==> src/rtl/y86_pkg.sv <==
// Shared Y86-64 definitions: instruction codes, status codes, sequencer states.
// Optional Y86_SEQ_STEP_EN adds the single-step wait state.
package y86_pkg;

    localparam logic [3:0] IHALT   = 4'h0;
    localparam logic [3:0] INOP    = 4'h1;
    localparam logic [3:0] IRRMOVQ = 4'h2;
    localparam logic [3:0] IIRMOVQ = 4'h3;
    localparam logic [3:0] IRMMOVQ = 4'h4;
    localparam logic [3:0] IMRMOVQ = 4'h5;
    localparam logic [3:0] IOPQ    = 4'h6;
    localparam logic [3:0] IJXX    = 4'h7;
    localparam logic [3:0] ICALL   = 4'h8;
    localparam logic [3:0] IRET    = 4'h9;
    localparam logic [3:0] IPUSHQ  = 4'hA;
    localparam logic [3:0] IPOPQ   = 4'hB;

    localparam logic [2:0] STAT_AOK = 3'd1;
    localparam logic [2:0] STAT_HLT = 3'd2;
    localparam logic [2:0] STAT_ADR = 3'd3;
    localparam logic [2:0] STAT_INS = 3'd4;

    typedef enum logic [3:0] {
        S_IDLE,
        S_FETCH,
        S_DECODE,
        S_EXEC,
        S_MEM,
        S_WB,
        S_PCUPD,
`ifdef Y86_SEQ_STEP_EN
        S_STEPWAIT,
`endif
        S_HALTED
    } state_t;

endpackage

==> src/rtl/y86_next_pc.sv <==
// Next-PC select: call/taken jXX -> valC, ret -> valM, everything else -> valP.
// Latency: combinational. Backpressure: none.
module y86_next_pc
    import y86_pkg::*;
(
    input  logic [3:0]  icode,
    input  logic        cond,
    input  logic [63:0] valC,
    input  logic [63:0] valM,
    input  logic [63:0] valP,
    output logic [63:0] new_pc
);

    always_comb begin
        new_pc = valP;
        case (icode)
            ICALL:   new_pc = valC;
            IJXX:    new_pc = cond ? valC : valP;
            IRET:    new_pc = valM;
            default: new_pc = valP;
        endcase
    end

endmodule

==> src/rtl/y86_seq_ctrl.sv <==
// Sequential Y86-64 control FSM: one stage per clock, owns PC, status and counters.
// Latency: 6 clocks per instruction. Backpressure: none; Y86_SEQ_STEP_EN gates each instruction on step.
module y86_seq_ctrl
    import y86_pkg::*;
#(
    parameter logic [63:0] RESET_PC = 64'd0,
    parameter int          CNT_W    = 32
)
(
    input  logic             clk,
    input  logic             rst_n,
    input  logic             start,
`ifdef Y86_SEQ_STEP_EN
    input  logic             step,
`endif
    input  logic [3:0]       icode,
    input  logic             cond,
    input  logic [63:0]      valC,
    input  logic [63:0]      valP,
    input  logic [63:0]      valM,
    input  logic             hlt,
    input  logic             in_mem,
    input  logic             in_inst,
    input  logic             dmem_err,
    output logic [63:0]      PC,
    output logic             fetch_en,
    output logic             decode_en,
    output logic             exec_en,
    output logic             mem_en,
    output logic             wb_en,
    output logic [2:0]       stat,
    output logic             busy,
    output logic             done,
    output logic [CNT_W-1:0] cycle_cnt,
    output logic [CNT_W-1:0] instr_cnt
);

    state_t      state, state_nxt;
    logic [63:0] new_pc;
    logic        cycle_cnt_en;
    logic        step_go;

    y86_next_pc u_next_pc (
        .icode  (icode),
        .cond   (cond),
        .valC   (valC),
        .valM   (valM),
        .valP   (valP),
        .new_pc (new_pc)
    );

`ifdef Y86_SEQ_STEP_EN
    // Rising-edge detect so a step held across entry into STEPWAIT is not consumed.
    logic step_q;
    always_ff @(posedge clk or negedge rst_n) begin
        if (!rst_n) step_q <= 1'b0;
        else        step_q <= step;
    end
    assign step_go = step && !step_q;
`else
    assign step_go = 1'b0;
`endif

    always_ff @(posedge clk or negedge rst_n) begin
        if (!rst_n) state <= S_IDLE;
        else        state <= state_nxt;
    end

    always_comb begin
        state_nxt = state;
        case (state)
            S_IDLE:   if (start) state_nxt = S_FETCH;
            S_FETCH:  state_nxt = (in_mem || in_inst || hlt) ? S_HALTED : S_DECODE;
            S_DECODE: state_nxt = S_EXEC;
            S_EXEC:   state_nxt = S_MEM;
            S_MEM:    state_nxt = dmem_err ? S_HALTED : S_WB;
            S_WB:     state_nxt = S_PCUPD;
`ifdef Y86_SEQ_STEP_EN
            S_PCUPD:    state_nxt = S_STEPWAIT;
            S_STEPWAIT: if (step_go) state_nxt = S_FETCH;
`else
            S_PCUPD:  state_nxt = step_go ? S_FETCH : S_FETCH;
`endif
            S_HALTED: state_nxt = S_HALTED;
            default:  state_nxt = S_IDLE;
        endcase
    end

    always_comb begin
        fetch_en     = (state == S_FETCH);
        decode_en    = (state == S_DECODE);
        exec_en      = (state == S_EXEC);
        mem_en       = (state == S_MEM);
        wb_en        = (state == S_WB);
        done         = (state == S_HALTED);
        busy         = (state != S_IDLE) && (state != S_HALTED);
        cycle_cnt_en = busy;
`ifdef Y86_SEQ_STEP_EN
        if (state == S_STEPWAIT) cycle_cnt_en = 1'b0;
`endif
    end

    // PC, status and retired count only move in the state that owns them.
    always_ff @(posedge clk or negedge rst_n) begin
        if (!rst_n) begin
            PC        <= RESET_PC;
            stat      <= STAT_AOK;
            instr_cnt <= '0;
        end else begin
            case (state)
                S_IDLE: if (start) begin
                    PC        <= RESET_PC;
                    stat      <= STAT_AOK;
                    instr_cnt <= '0;
                end
                S_FETCH: begin
                    if (in_mem)       stat <= STAT_ADR;
                    else if (in_inst) stat <= STAT_INS;
                    else if (hlt) begin
                        stat <= STAT_HLT;
                        if (instr_cnt != '1) instr_cnt <= instr_cnt + CNT_W'(1);
                    end
                end
                S_MEM: if (dmem_err) stat <= STAT_ADR;
                S_PCUPD: begin
                    PC <= new_pc;
                    if (instr_cnt != '1) instr_cnt <= instr_cnt + CNT_W'(1);
                end
                default: ;
            endcase
        end
    end

    always_ff @(posedge clk or negedge rst_n) begin
        if (!rst_n)                                    cycle_cnt <= '0;
        else if (state == S_IDLE && start)             cycle_cnt <= '0;
        else if (cycle_cnt_en && cycle_cnt != '1)      cycle_cnt <= cycle_cnt + CNT_W'(1);
    end

endmodule

==> config.mk <==
export PLATFORM = sky130hd
export DESIGN_NAME = y86_seq_ctrl
export DESIGN_NICKNAME = d
export VERILOG_FILES = /design/src/rtl/y86_pkg.sv /design/src/rtl/y86_next_pc.sv /design/src/rtl/y86_seq_ctrl.sv
export SDC_FILE = /design/constraint.sdc
export NUM_CORES = 1
export LEC_CHECK = 0
export CORE_AREA = 4 4 142 144
export CTS_BUF_LIST = sky130_fd_sc_hd__clkbuf_4
export CTS_CLUSTER_SIZE = 10
export DETAILED_ROUTE_END_ITERATION = 8
export DIE_AREA = 0 0 146 148
export PLACE_DENSITY = 0.85
export RECOVER_POWER = 25
export SETUP_SLACK_MARGIN = 0.02
export SYNTH_ARGS = -nofsm -noshare
export SYNTH_HDL_FRONTEND = slang
export SYNTH_SLANG_ARGS = --single-unit
export TNS_END_PERCENT = 5
==> constraint.sdc <==
create_clock -name clk -period 2.13 [get_ports clk]
set_input_delay 0.426 -clock clk [delete_from_list [all_inputs] [get_ports clk]]
set_output_delay 0.426 -clock clk [all_outputs]
set_load 0.05 [all_outputs]
-- Word-level counts from Yosys, hierarchy flattened
Cells that the tools add are included.
- input bits: 204
- logic and storage cells: 62
- register bits after elaboration: 135
- output and inout bits: 138
- equality and inequality tests: 19
- $add $sub $neg: 2
- reductions and logical operators: 14
- muxes and demuxes: 22
- operator list (kind ; count):
    $mux 32 ; 7
    $pmux 64 s3 ; 1
    $mux 64 ; 2
    $pmux 64 s2 ; 1
    $pmux 32 s3 ; 1
    $add 32x1->32 const B ; 2
    $ne 32x32->1 const B ; 2
    $pmux 4 s8 ; 1
    $eq 4x3->1 const B ; 5
    $mux 3 ; 6
    $ne 2x2->1 const B ; 5
    $pmux 3 s3 ; 1
    $eq 4x2->1 const B ; 2
    $eq 4x4->1 const B ; 2
    $reduce_bool 3->1 ; 2
    $reduce_and 5->1 ; 1
    $eq 4x1->1 const B ; 1
    $logic_not 4->1 ; 1
    $mux 4 ; 1
    $ne 4x3->1 const B ; 1
    $ne 4x4->1 const B ; 1
    $reduce_and 4->1 ; 1
    $reduce_bool 2->1 ; 2
    $reduce_bool 4->1 ; 1
    4 further kinds ; 7

-- Depth between registers and ports, before layout
- depth in word-level cells: 6
- depth in mapped cells: 8
- depth with buffers taken out: 6

-- By module
A second synthesis with hierarchy kept.
- cell total of the unflattened synthesis: 902
- area, all modules: 8554.5 µm²
- by module, submodules not included (module ; cells each ; times used ; area an instance (µm²)):
    y86_seq_ctrl ; 593 ; 1 ; 6209.7
    y86_next_pc ; 309 ; 1 ; 2344.7

-- Worst setup path after synthesis
OpenSTA, ideal clock, no wires.
- path kind: reg-to-reg
- start point: register cycle_cnt[0]
- end point: register cycle_cnt[7]
- cell stages (with the launch flop): 8
- required time: 2.050 ns
- path slack: -0.552 ns
- library setup time: 0.080 ns
- data arrival time: 2.601 ns
- path through: dfrtp_1 ha_1 nand4_1 or4_4 buf_6 o41a_1 and3_1 nor3_2
- cells in the longest elaborated chain, start to end: 3
- elaborated cells on any way between the ends: 6
- classes of those cells: add/sub (1); eq/ne (1); mux (2); reduce/logical (2)
- ends and longest elaborated chain (element ; line ; source):
    start, declared ; y86_seq_ctrl.sv:34 ; output logic [CNT_W-1:0] cycle_cnt,
    start signal, assigned ; y86_seq_ctrl.sv:137 ; else if (cycle_cnt_en && cycle_cnt != '1) cycle_cnt <= cycle_cnt + CNT_W'(1);
    $add 32x1->32 or $ne 32x32->1 (tied branches) ; y86_seq_ctrl.sv:137 ;
    $mux 32 or $logic_and 1x1->1 (tied branches) ; y86_seq_ctrl.sv:137 ;
    $mux 32 or $reduce_bool 2->1 (tied branches) ; n/a ;
Several ways; a longest one is shown, not always the timed one. The select of a mux whose other input is x is not followed.
A chain may end at the register's enable or synchronous reset.

-- Worst setup path in the final report
- start point: register state[2]
- end point: output port busy
- cells in the longest elaborated chain, start to end: 2
- elaborated cells on any way between the ends: 3
- classes of those cells: eq/ne (1); reduce/logical (2)
- ends and longest elaborated chain (element ; line ; source):
    start, declared ; y86_seq_ctrl.sv:38 ; state_t state, state_nxt;
    start signal, assigned ; y86_seq_ctrl.sv:66 ; else state <= state_nxt;
    $ne 4x3->1 or $reduce_bool 4->1 (tied branches) ; y86_seq_ctrl.sv:96 ; busy = (state != S_IDLE) && (state != S_HALTED);
    $logic_and 1x1->1 (*) ; y86_seq_ctrl.sv:96 ;
    end, declared ; y86_seq_ctrl.sv:32 ; output logic busy,
Mark *: on every way between the ends. The rest lies on a longest branch, timed or not.

==> metrics.cfg <==
[critical_path]
worstSetupPathType=flip-flop to output pin
critPathArrivalTime_ns=1.73
start_kind=flip-flop
cp_slowest_stage_delay_ns=0.41
cp_cell_sequence=buf_6 > or3_4 > nand2_4 > inv_6 > buf_8
worstSetupEndpointType=output pin
crit_required_ns=1.70
crit_fanout=6
cpMaxStageDelayCell=dfrtp_1

[yosys]
synth_cells=760
synthTopCellsByCount=dfrtp_1, nand2_1, o21ai_0
ys_seq_area_share_pct=47.6
syn_avg_cell_area_sq_um=9.28
synth_area_leaders=dfrtp_1, a222oi_1, o21ai_0
ys_types=59
synth-seq-cells=134
synth_top_area_cell=dfrtp_1
synth.most_common_cell=dfrtp_1
ys_warn_count=0
synth_nets=966
async_flop_share_pct=100
synthFlopType=dfrtp_1
syn-cell-area_sq_mm=0.00705
synth_edf_count=0
synth_top_area_share_pct=47.2

[timing]
whs_ns=0.488
finalSetupViolations=2
period_needed_ns=2.16
max_slew_margin_pct=1.97
drv_slew=0
max_freq_ghz=0.463
hold_violations=0
period_share_pct=101
rsz0062_at_grt=yes
finClkSkew_ns=0.0285
timing.final.ws_setup_ns=-0.0308
tightest_slew_ns=1.47

[finish]
multi_input_area_sq_mm=0.00368
drive_gt1_share_pct=18.9
register_area_sq_mm=0.00339
syn_to_final_growth_pct=69.0
final-instance-count-excl-fill=1414
finalNetCount=1371
final_core_util_pct=63.7
fillers=1549

[worst_hold_path]
hold_path.class=flip-flop to flip-flop

[drt]
totalWireLength_mm=29.0
viasPerCell=5.83
via_count=8240
drt-initial-drc-count=675
antenna_left=0
drcViolationCount=0
first_pass_iters=9
wl_per_cell_um=20.5

[placed_design]
io_buffers=341
routabilityCongestion=0.913
hpwlAfterDp_mm=21.6
place_ws_ns=-0.322
place_inst=1372

[clock_network]
clock_latency_ns=0.54
clock_sinks=134
clockRootBuffer=clkbuf_4
numCtsBuffers=17
cts_tree=yes
clk_path_buf_depth=2
ctsHtreeMaxLevel=4
clk_pin_slew_worst_paths_ns=0.12

[power]
finalPower_w=0.0155
vdd_drop_max_uv=926
p_leak_nw=5.17
powerDensity_mw_per_mm2=1300

[floorplanning]
die-area_sq_mm=0.0216
io_pins=342
dieWidth_um=146
fp-row-count=50
dieHeight_um=148
start_util_pct=37.7
core_sq_mm=0.0187

[outcome]
outcome=complete, but fails checks
violations=negative setup slack

[global_routing]
track_usage_pct=25.7
grt_first_pass_wirelength_mm=44.5
grt_antenna_before_repair=3
grt_start_max_net_pins=65
overflow=0
grt_pass1_vias=8175

[job]
drv_cap=0

==> cell usage in the layout (no fill, tap or decap), drive strengths merged, types with 30 or more instances in the layout <==
cell type      instances
a222oi                64
a21oi                 30
clkdlybuf4s50        202
nand2                118
o21ai                102
dfrtp                133
nand3                 31
buf                  110
dlygate4sd2          113
==> critical path: cells and delay by family, from the launching register on <==
| family | cells | cell delay [ns] |
|---|---|---|
| simple gates | 2 | 0.47 |
| buf+inv | 3 | 0.33 |
| flops | 1 | 0.41 |
==> kinds of logic after synthesis <==
kind of cell	share of synthesized area, %
and+or+nand+nor	22.4
AOI/OAI and AO/OA	24.0
DFF	47.6
buffers and inverters	3.74
muxes	1.15
xor gates and xnor gates	0.745
adders and majority gates	0.355
==> power breakdown <==
group / total, W / internal, W / switching (W) / leakage [nW]
registers: 0.00424 / 0.00355 / 0.000691 / 1.67
logic: 0.00945 / 0.00308 / 0.00636 / 3.35
clock network: 0.00184 / 0.000818 / 0.00103 / 0.156
total: 0.0155 / 0.00745 / 0.00808 / 5.17
==> through the flow <==
step / TNS (ns) / instance area (sq um)
4_1_cts: -0.274 / 11800
3_5_place_dp: -9.68 / 11500
3_3_place_gp: -6.05 / 11500
2_1_floorplan: -3.52 / 7140
6_report: -0.0372 / 11900
5_1_grt: -1.11 / 11900
==> flip-flops by register name, summed over array words and instances (netlist names) <==
register and cells:
state 3, instr_cnt 32, stat 3, PC 64
cycle_cnt 32
==> metal layers <==
layer  global-route usage [%]  part of all wire (%)
met5                        0                 0.045
met1                     30.5                    37
met3                     7.91                   8.8
met2                     44.1                    51
met4                     9.45                   2.9
==> area by class of cell <==
cell class | count | area share, %
inverter | 13 | 0.472
antenna | 2 | 0.0420
timing repair buffer | 438 | 35.1
clock buffer | 17 | 1.07
tap | 234 | 2.46
clock inverter | 15 | 1.50
sequential | 134 | 28.5
multi-input combinational | 561 | 30.9
==> timing repair <==
item / CTS / global route
gates resized for setup: 144 / 52
setup buffers: 6 / 2
endpoints found under the setup margin: 144 / 64
pin swaps: 3 / 14
endpoints found under the hold margin: 53 / 0
hold buffers: 1 / 0
==> final timing paths <==
kind / end / depth (start not counted) / startpoint / slack [ns]
max reg2reg: cycle_cnt[16] / 6 / cycle_cnt[1] / 0.02
min: PC[3] / 2 / PC[3] / 0.49
max: busy / 5 / state[2] / -0.03
max in group asynchronous: stat[0] / 3 / rst_n / 0.27
min in group asynchronous: cycle_cnt[30] / 2 / rst_n / 0.77
min reg2reg: PC[3] / 2 / PC[3] / 0.49
Note: power is estimated with default switching activity, not from simulation.
